`src/rtl/uart_pkt_pkg.sv`:
```
// Shared types and helpers for the UART packet framer.
package uart_pkt_pkg;

  localparam int unsigned BYTE_W = 8;
  localparam logic [BYTE_W-1:0] SOF_BYTE_DEFAULT = 8'hA5;

  typedef enum logic [2:0] {
    ST_FILL,
    ST_SOF,
    ST_LEN,
    ST_DATA,
    ST_CHK
  } state_e;

  typedef enum logic {
    PH_ISSUE,
    PH_WAIT
  } phase_e;

  // Two's-complement of the running LEN+payload sum, so the frame sums to zero.
  function automatic logic [BYTE_W-1:0] chk_final(input logic [BYTE_W-1:0] sum);
    return (~sum) + 8'd1;
  endfunction

endpackage

```
`src/rtl/uart_pkt_buf.sv`:
```
// Payload register file: synchronous write, combinational read.
module uart_pkt_buf #(
  parameter  int unsigned MAX_LEN = 16,
  localparam int unsigned AW      = (MAX_LEN > 1) ? $clog2(MAX_LEN) : 1
) (
  input  logic          clk,
  input  logic          we_i,
  input  logic [AW-1:0] waddr_i,
  input  logic [7:0]    wdata_i,
  input  logic [AW-1:0] raddr_i,
  output logic [7:0]    rdata_o
);

  localparam int unsigned DEPTH = 1 << AW;

  logic [7:0] mem_q [DEPTH];

  always_ff @(posedge clk) begin
    if (we_i) begin
      mem_q[waddr_i] <= wdata_i;
    end
  end

  assign rdata_o = mem_q[raddr_i];

endmodule

```
`src/rtl/uart_pkt_tx.sv`:
```
// Frames a buffered payload as SOF, LEN, payload, CHK over the UART TX byte handshake.
module uart_pkt_tx
  import uart_pkt_pkg::*;
#(
  parameter int unsigned MAX_LEN  = 16,
  parameter logic [7:0]  SOF_BYTE = SOF_BYTE_DEFAULT,
  parameter int unsigned GUARD    = 2
) (
  input  logic       clk,
  input  logic       rst,
  input  logic       s_valid,
  input  logic [7:0] s_data,
  input  logic       s_last,
  output logic       s_ready,
  output logic       tx_en,
  output logic [7:0] tx_data,
  input  logic       tx_busy,
  output logic       pkt_busy,
  output logic       ovf_o
);

  localparam int unsigned AW = (MAX_LEN > 1) ? $clog2(MAX_LEN) : 1;
  localparam int unsigned GW = $clog2(GUARD + 1);
  localparam logic [7:0]    MAX_LEN_B = 8'(MAX_LEN);
  localparam logic [GW-1:0] GUARD_G   = GW'(GUARD);

  state_e        state_q;
  phase_e        phase_q;
  logic [7:0]    count_q;
  logic [AW-1:0] idx_q;
  logic [7:0]    sum_q;
  logic [GW-1:0] guard_q;
  logic          tx_en_q;
  logic [7:0]    tx_data_q;
  logic          s_ready_q;
  logic          pkt_busy_q;
  logic          ovf_q;

  state_e        adv_state_d;
  logic [AW-1:0] adv_idx_d;
  state_e        sel_state_d;
  logic [AW-1:0] sel_idx_d;
  logic [7:0]    sel_byte_d;
  logic [7:0]    rdata;
  logic          accept_d;
  logic          buf_we_d;

  assign accept_d = s_valid && (count_q < MAX_LEN_B);
  assign buf_we_d = (state_q == ST_FILL) && accept_d;

  uart_pkt_buf #(
    .MAX_LEN (MAX_LEN)
  ) u_buf (
    .clk     (clk),
    .we_i    (buf_we_d),
    .waddr_i (count_q[AW-1:0]),
    .wdata_i (s_data),
    .raddr_i (sel_idx_d),
    .rdata_o (rdata)
  );

  // Successor of the current state once its byte has been handed over.
  always_comb begin
    adv_state_d = ST_FILL;
    adv_idx_d   = '0;
    unique case (state_q)
      ST_FILL: adv_state_d = ST_SOF;
      ST_SOF:  adv_state_d = ST_LEN;
      ST_LEN:  adv_state_d = ST_DATA;
      ST_DATA: begin
        if (8'(idx_q) == count_q - 8'd1) begin
          adv_state_d = ST_CHK;
        end else begin
          adv_state_d = ST_DATA;
          adv_idx_d   = idx_q + AW'(1);
        end
      end
      ST_CHK:  adv_state_d = ST_FILL;
      default: adv_state_d = ST_FILL;
    endcase
  end

  // Byte to launch: the successor's when leaving FILL/WAIT, else the stalled ISSUE's own.
  always_comb begin
    sel_state_d = state_q;
    sel_idx_d   = idx_q;
    if ((state_q == ST_FILL) || (phase_q == PH_WAIT)) begin
      sel_state_d = adv_state_d;
      sel_idx_d   = adv_idx_d;
    end
    sel_byte_d = '0;
    unique case (sel_state_d)
      ST_SOF:  sel_byte_d = SOF_BYTE;
      ST_LEN:  sel_byte_d = count_q;
      ST_DATA: sel_byte_d = rdata;
      ST_CHK:  sel_byte_d = chk_final(count_q + sum_q);
      default: sel_byte_d = '0;
    endcase
  end

  always_ff @(posedge clk or posedge rst) begin
    if (rst) begin
      state_q    <= ST_FILL;
      phase_q    <= PH_ISSUE;
      count_q    <= '0;
      idx_q      <= '0;
      sum_q      <= '0;
      guard_q    <= '0;
      tx_en_q    <= 1'b0;
      tx_data_q  <= '0;
      s_ready_q  <= 1'b1;
      pkt_busy_q <= 1'b0;
      ovf_q      <= 1'b0;
    end else begin
      tx_en_q <= 1'b0;
      ovf_q   <= 1'b0;
      if (state_q == ST_FILL) begin
        if (s_valid) begin
          if (accept_d) begin
            count_q <= count_q + 8'd1;
            sum_q   <= sum_q + s_data;
          end else begin
            ovf_q <= 1'b1;
          end
          // A dropped last beat still closes the packet.
          if (s_last) begin
            state_q    <= ST_SOF;
            phase_q    <= PH_ISSUE;
            idx_q      <= '0;
            s_ready_q  <= 1'b0;
            pkt_busy_q <= 1'b1;
            if (!tx_busy) begin
              tx_en_q   <= 1'b1;
              tx_data_q <= sel_byte_d;
            end
          end
        end
      end else if (phase_q == PH_ISSUE) begin
        if (tx_en_q) begin
          phase_q <= PH_WAIT;
          guard_q <= '0;
        end else if (!tx_busy) begin
          tx_en_q   <= 1'b1;
          tx_data_q <= sel_byte_d;
        end
      end else if (guard_q != GUARD_G) begin
        guard_q <= guard_q + GW'(1);
      end else if (!tx_busy) begin
        state_q <= adv_state_d;
        idx_q   <= adv_idx_d;
        phase_q <= PH_ISSUE;
        if (adv_state_d == ST_FILL) begin
          count_q    <= '0;
          sum_q      <= '0;
          s_ready_q  <= 1'b1;
          pkt_busy_q <= 1'b0;
        end else begin
          tx_en_q   <= 1'b1;
          tx_data_q <= sel_byte_d;
        end
      end
    end
  end

  assign s_ready  = s_ready_q;
  assign tx_en    = tx_en_q;
  assign tx_data  = tx_data_q;
  assign pkt_busy = pkt_busy_q;
  assign ovf_o    = ovf_q;

endmodule
```
`config.mk`:
```
export PLATFORM = sky130hd
export DESIGN_NAME = uart_pkt_tx
export DESIGN_NICKNAME = d
export VERILOG_FILES = /design/src/rtl/uart_pkt_pkg.sv /design/src/rtl/uart_pkt_buf.sv /design/src/rtl/uart_pkt_tx.sv
export SDC_FILE = /design/constraint.sdc
export NUM_CORES = 1
export LEC_CHECK = 0
export CELL_PAD_IN_SITES_DETAIL_PLACEMENT = 0
export CELL_PAD_IN_SITES_GLOBAL_PLACEMENT = 1
export CORE_ASPECT_RATIO = 0.6
export CORE_MARGIN = 3
export CORE_UTILIZATION = 48
export DETAILED_ROUTE_END_ITERATION = 16
export GPL_TIMING_DRIVEN = 0
export PLACE_DENSITY_LB_ADDON = 0.1
export SETUP_SLACK_MARGIN = 0.1
export SLEW_MARGIN = 20
export SYNTH_ARGS = -nofsm -noshare
export SYNTH_HDL_FRONTEND = slang
export SYNTH_HIERARCHICAL = 1
export SYNTH_SLANG_ARGS = --single-unit
```
`constraint.sdc`:
```
create_clock -name clk -period 13.06 [get_ports clk]
set_clock_uncertainty 0.2 [all_clocks]
set_input_delay 2.612 -clock clk [delete_from_list [all_inputs] [get_ports clk]]
set_output_delay 2.612 -clock clk [all_outputs]
set_load 0.01 [all_outputs]
```
== After elaboration in Yosys (flattened, before gate mapping) ==
Memory sizes are Yosys's and may differ from the RTL's.
Cells that the tools add are included.

* Add/sub/neg operators: 7
* Magnitude comparators: 1
* Eq/ne operators: 19
* Multiplexer cells: 74
* Bitwise gates (word level): 2
* Reduce and logical (&&, ||, !) cells: 14

{| class="wikitable"
|+ Operators by type and width
! operator !! count
|-
| $mux W8 || 19
|-
| $mux W4 || 9
|-
| $mux W1 || 33
|-
| $pmux W8 S4 || 1
|-
| $mux W3 || 8
|-
| $reduce_and A6 Y1 || 3
|-
| $add A8 B1 Y8 const B || 2
|-
| $add A8 B8 Y8 || 2
|-
| $eq A3 B2 Y1 const B || 4
|-
| $pmux W3 S4 || 1
|-
| $ne A2 B2 Y1 const B || 5
|-
| $eq A4 B8 Y1 || 1
|-
| $lt A8 B5 Y1 const B || 1
|-
| $not A8 Y8 || 1
|-
| $sub A8 B1 Y8 const B || 1
|-
| $eq A3 B1 Y1 const B || 2
|-
| $logic_not A3 Y1 || 2
|-
| $mux W2 || 3
|-
| $ne A3 B2 Y1 const B || 2
|-
| $ne A3 B3 Y1 const B || 2
|-
| $reduce_bool A2 Y1 || 3
|-
| $reduce_and A5 Y1 || 1
|-
| $add A4 B1 Y4 const B || 1
|-
| $ne A2 B1 Y1 const B || 2
|-
| other kinds (7) || 8
|}

* Bits in registers: 38
* Memory bits (writable): 128
* Input bits: 13
* Output and inout bits: 12
* Word-level logic and storage cells: 129
* Memories kept: 1

{| class="wikitable"
|+ Memories
! name !! words !! bits a word !! rd ports !! clocked after memory_dff !! write ports !! RTL line !! text
|-
| u_buf.mem_q || 16 || 8 || 1 || 0 || 1 || uart_pkt_buf.sv:16 || <nowiki>logic [7:0] mem_q [DEPTH];</nowiki>
|}

== Logic depth before layout (Yosys ltp) ==
* Word-level depth: 12
* Gate-level depth with buffers: 19
* Gate-level depth less buffers: 16

== Hierarchy ==
The synthesis kept the hierarchy.

{| class="wikitable"
|+ Modules (own cells, without submodules)
! module !! times used !! cells an instance !! area each (sq um) !! seq. area each (sq um)
|-
| uart_pkt_buf || 1 || 221 || 4,987.3 || 3,843.7
|-
| uart_pkt_tx || 1 || 354 || 3,017.9 || 952.2
|}

== Worst setup path before layout ==
No wires, ideal clock.

* Kind: input to register
* Start point: in s_valid
* End point: mem u_buf.mem_q[0][0], enable pin
* Library setup time: 0.383 ns
* Arrival: 4.091 ns
* Required time: 12.477 ns
* Slack: 8.385 ns
* Stages on the path: 4
* Path buffers: 0
* Cells stage by stage: nand3_1 > inv_2 > or3b_2 > nor3_1

* Longest elaborated chain between the ends: 4

{| class="wikitable"
|+ RTL lines
! what !! RTL line !! text
|-
| start: declaration || uart_pkt_tx.sv:11 || <nowiki>input logic s_valid,</nowiki>
|-
| $logic_and A1 B1 Y1 || uart_pkt_tx.sv:48 || <nowiki>assign accept_d = s_valid && (count_q < MAX_LEN_B);</nowiki>
|-
| $logic_and A1 B1 Y1 || uart_pkt_tx.sv:49 || <nowiki>assign buf_we_d = (state_q == ST_FILL) && accept_d;</nowiki>
|-
| named net buf_we_d || uart_pkt_tx.sv:46 || <nowiki>logic buf_we_d;</nowiki>
|-
| $mux W1 || uart_pkt_buf.sv:19 || <nowiki>if (we_i) begin</nowiki>
|-
| $mux W1 (not written as such) || uart_pkt_buf.sv:20 || <nowiki>mem_q[waddr_i] <= wdata_i;</nowiki>
|-
| end: declaration || uart_pkt_buf.sv:16 ||
|}

The timed path passes the listed nets, and every way through them passes these cells.

== Worst setup path after layout ==
* Start point: reg count_q[0]
* End point: reg tx_data_q[5] (netlist: tx_data[5])

* Longest elaborated chain between the ends: 12
* Elaborated cells between the ends (all ways): 29
* Classes of those cells: add/sub (3); eq/ne (6); mux (16); bitwise (1); reduce/logical (2); memory (1)

{| class="wikitable"
|+ RTL lines
! what !! RTL line !! text
|-
| start: declaration || uart_pkt_tx.sv:29 || <nowiki>logic [7:0] count_q;</nowiki>
|-
| start signal: assignment || uart_pkt_tx.sv:120 || <nowiki>count_q <= count_q + 8'd1;</nowiki>
|-
| $sub A8 B1 Y8 (*) || uart_pkt_tx.sv:71 || <nowiki>if (8'(idx_q) == count_q - 8'd1) begin</nowiki>
|-
| $eq A4 B8 Y1 (*) || uart_pkt_tx.sv:71 ||
|-
| $mux W4 (*) || uart_pkt_tx.sv:71 ||
|-
| $mux W4 (*) || uart_pkt_tx.sv:66 || <nowiki>unique case (state_q)</nowiki>
|-
| $mux W4 (*) || uart_pkt_tx.sv:87 || <nowiki>if ((state_q == ST_FILL) || (phase_q == PH_WAIT)) begin</nowiki>
|-
| named net sel_idx_d[1] || uart_pkt_tx.sv:42 || <nowiki>logic [AW-1:0] sel_idx_d;</nowiki>
|-
| $mem_v2 Z16 W8 (*) || n/a ||
|-
| named net rdata[5] || uart_pkt_tx.sv:44 || <nowiki>logic [7:0] rdata;</nowiki>
|-
| $pmux W8 S4 (*) || uart_pkt_tx.sv:92 || <nowiki>unique case (sel_state_d)</nowiki>
|-
| $mux W8 || uart_pkt_tx.sv:152 || <nowiki>if (adv_state_d == ST_FILL) begin</nowiki>
|-
| $mux W8 || uart_pkt_tx.sv:148 || <nowiki>end else if (!tx_busy) begin</nowiki>
|-
| $mux W8 || uart_pkt_tx.sv:146 || <nowiki>end else if (guard_q != GUARD_G) begin</nowiki>
|-
| $mux W8 || uart_pkt_tx.sv:138 || <nowiki>end else if (phase_q == PH_ISSUE) begin</nowiki>
|-
| $mux W8 (*) || uart_pkt_tx.sv:117 || <nowiki>if (state_q == ST_FILL) begin</nowiki>
|-
| end signal: assignment || uart_pkt_tx.sv:134 || <nowiki>tx_data_q <= sel_byte_d;</nowiki>
|-
| end signal: assignment || uart_pkt_tx.sv:144 || <nowiki>tx_data_q <= sel_byte_d;</nowiki>
|-
| end signal: assignment || uart_pkt_tx.sv:159 || <nowiki>tx_data_q <= sel_byte_d;</nowiki>
|-
| end: declaration || uart_pkt_tx.sv:34 || <nowiki>logic [7:0] tx_data_q;</nowiki>
|}

The timed path passes the listed nets; every way through them passes the cells marked *. The select of a mux whose other input is x is not followed.
A chain may end at the register's enable or synchronous reset.

==> results.json <==
{
  "outcome": "finished clean",
  "max_freq_mhz": 190,
  "rows": 35,
  "finalWeightedCongestion": 0.843,
  "synth.area.top_cells": "edfxtp_1, dfrtp_1, mux4_2, mux4_1, ha_1",
  "grt_pass1_wl_microns": 29600,
  "r2r_cells": 18,
  "clock-sinks": 166,
  "setup_violations": 0,
  "overflow": 0,
  "finalInstanceArea_sq_mm": 0.00914,
  "dp_slack_ps": 7360,
  "critical_path.startpoint": "count_q[0]",
  "synth_top_area_frac": 0.480,
  "fillCellCount": 1250,
  "htreeDepth": 4,
  "clockBufferDepth": 2,
  "fin_crit_sh": 0.402,
  "synth_top_family_by_area": "compound AO/OA/AOI/OAI gates",
  "grt_usage": 0.217,
  "critPathMaxStageDelay_ps": 650,
  "ys_warn_count": 6,
  "seqPwrFrac": 0.371,
  "worstSetupPathType": "reg -> reg",
  "vdd_drop_max_mv": 0.113,
  "dp_hpwl_microns": 13700,
  "worst_pin_slew_ps": 957,
  "start_kind": "register",
  "cts_hold_buf": 0,
  "worst_path_max_delay_cell": "a211oi_2",
  "drive_gt1_frac": 0.138,
  "dieArea_sq_mm": 0.0183,
  "yosysTopAreaCell": "edfxtp_1",
  "place_inst": 822,
  "crit_fanout": 12,
  "routed_wl_microns": 19300,
  "antenna_found_initial": 0,
  "combPwrFrac": 0.333,
  "cap_violations": 0,
  "core_area_sq_mm": 0.0158,
  "hold_viol": 0,
  "drtAntennaViolNets": 0,
  "p_sw_mw": 0.564,
  "fin_nets": 653,
  "clk_latency_ps": 430,
  "postCtsSetupRepairBufs": 0,
  "hp-class": "reg -> reg",
  "slew_headroom": 0.359,
  "path_buf_inv": 4,
  "synth-seq-cells": 166,
  "synth_compound_area_frac": 0.109,
  "reg2reg_to": "tx_data[5]",
  "r2r_setup_slack_ps": 7800,
  "synth.net_count": 609,
  "cp.arrival_ps": 5350,
  "die_h_microns": 106,
  "drc": 0,
  "syn_to_final_growth_pct": 14.2,
  "drt-initial-drc-count": 514,
  "worstPathRequired_ps": 13160,
  "synth-xor-area-share": 0.0219,
  "grt_pass1_vias": 4838,
  "async_reset_ff_frac": 0.229,
  "synthMuxAreaShare": 0.0978,
  "antenna-diode-count": 0,
  "clkPwrFrac": 0.296,
  "synth_edf_count": 128,
  "path_cells": "clkbuf_1 -> inv_1 -> ha_1 -> nor3b_1 -> nor4b_1 -> o2111ai_1 -> a211oi_2 -> or2_1 -> o21ai_1 -> buf_2 -> mux4_2 -> a22oi_1 -> nand2_1 -> inv_1 -> maj3_1 -> a21oi_1 -> a22oi_1 -> o221ai_2",
  "vias": 5202,
  "synth-adder-area-share": 0.0359,
  "port-buffer-count": 24,
  "clk_pin_slew_ps": 70,
  "setup_ws_ps": 7800,
  "switching_share": 0.338,
  "synth-simple-area-share": 0.108,
  "cts_tree": "done",
  "synth.cell_area_sq_mm": 0.00801,
  "finalSetupTns_ps": 0,
  "syn_avg_cell_area_sq_um": 13.9,
  "path_delay_family": "compound AO/OA/AOI/OAI gates",
  "rsz0062_at_grt": "false",
  "dr.pass1.iters": 5,
  "cp-endpoint": "tx_data[5]",
  "die_w_microns": 173,
  "maxSlewViolCount": 0,
  "synth_seq_area_share": 0.599,
  "syn_inst": 575,
  "place_area_sq_mm": 0.00856,
  "cp-end-kind": "register",
  "start_util": 0.506,
  "fin_cells": 854,
  "p_leak_nw": 3.29,
  "root_buffer": "clkbuf_16",
  "pin_count": 25,
  "postCtsResizedCells": 0,
  "critical_path_depth": 18,
  "wire_per_inst_microns": 22.6,
  "synth_flop_cell": "edfxtp_1",
  "powerDensity_mw_per_mm2": 182,
  "avgViaCountPerCell": 6.09,
  "p_int_mw": 1.10,
  "cts_buffers": 17,
  "period_needed_ps": 5260,
  "timing.rr.start": "count_q[0]",
  "synth_cell_types": 74,
  "grt_max_degree": 26
}
==> power by group through the flow <==
stage / Sequential [mW] / Combinational (mW) / Clock, mW
4_1_cts: 0.618 / 0.550 / 0.500
6_report: 0.618 / 0.555 / 0.493
5_1_grt: 0.622 / 0.602 / 0.523
3_5_place_dp: 0.630 / 0.549 / 0
2_1_floorplan: 0.630 / 0.376 / 0
3_3_place_gp: 0.629 / 0.541 / 0
==> Yosys cell counts, drive strengths merged (5+ instances only) <==
cell and number:
a21oi 16, a21o 6, nor2 42, nor3 14, nand3 22, dfrtp 37, nand2b 5, xor2 11
or3 7, inv 18, nor4 5, xnor2 9, ha 19, o21ai 23, mux4 32, o211ai 7
edfxtp 128, a22oi 20, nand2 47, clkbuf 12, buf 11, and2 6
==> how the worst min path moves through the flow <==
stage,from,end,slack (ps),cells past startpoint
after floorplan,guard_q[0],guard_q[0],270,1
after CTS,pkt_busy,pkt_busy,290,2
final,pkt_busy,pkt_busy,290,2
after detailed placement,pkt_busy,pkt_busy,270,2
after global routing,guard_q[0],guard_q[0],320,1
after global placement,pkt_busy,pkt_busy,260,2
==> cell type report <==
class	instances	area [sq um]	area share
Sequential cell	166	4800	0.524
Multi-Input combinational cell	365	3000	0.329
Clock buffer	17	425	0.0465
Tap cell	222	278	0.0304
Timing Repair Buffer	25	260	0.0285
Buffer	26	158	0.0172
Clock inverter	15	155	0.0170
Inverter	18	67.6	0.00739
==> worst min-delay path: stages (launching register included) <==
cell     delay [ps]
dfrtp_1         350
nand2_1          50
nand2_1          60
==> sequential cells by signal (all words and copies together) (netlist names) <==
signal       cells
count_q          8
guard_q          2
sum_q            8
tx_data          8
idx_q            4
pkt_busy         1
u_buf/mem_q    128
state_q          3
ovf_o            1
s_ready          1
tx_en            1
phase_q          1
==> cell usage in the layout, fill, tap and decap left out, drive strengths merged, types with 4 or more instances in the layout <==
cell type	n
nor2b	4
o221ai	4
ha	19
a22oi	20
a21oi	16
xor2	11
nor2	42
clkinv	6
o31ai	4
edfxtp	128
inv	26
buf	12
o21ai	23
nand3	22
o211ai	7
nand2	47
and2	6
nand2b	5
clkdlybuf4s50	24
xnor2	9
a32oi	4
nor4	5
and3	4
nor3b	4
mux4	32
dfrtp	37
a21o	6
clkbuf	29
nor3	14
or3	7
==> routing by layer <==
metal	vias up	wire length, microns	global-route usage
met5	-	0	0
met4	0	124	0.0335
met3	15	1550	0.0528
met2	194	7590	0.283
met1	2638	10000	0.366
li1	2355	-	-
==> cell families (layout without fill, tap and decap cells) <==
group           count (synthesis)  after routing
compound gates                115            115
xor+xnor                       20             20
fa+ha+maj                      22             22
buf+inv                        44            101
flops                         166            166
mux                            33             33
simple gates                  175            175
==> stage by stage <==
stage | utilization | hold WS (ps) | total power, mW
after floorplan | - | 266 | 1.01
after global placement | 0.539 | 261 | 1.17
after detailed placement | 0.542 | 268 | 1.18
after CTS | 0.578 | 290 | 1.67
after global routing | 0.578 | 322 | 1.75
final | 0.578 | 288 | 1.67
Power figures use the tool's default switching activity.
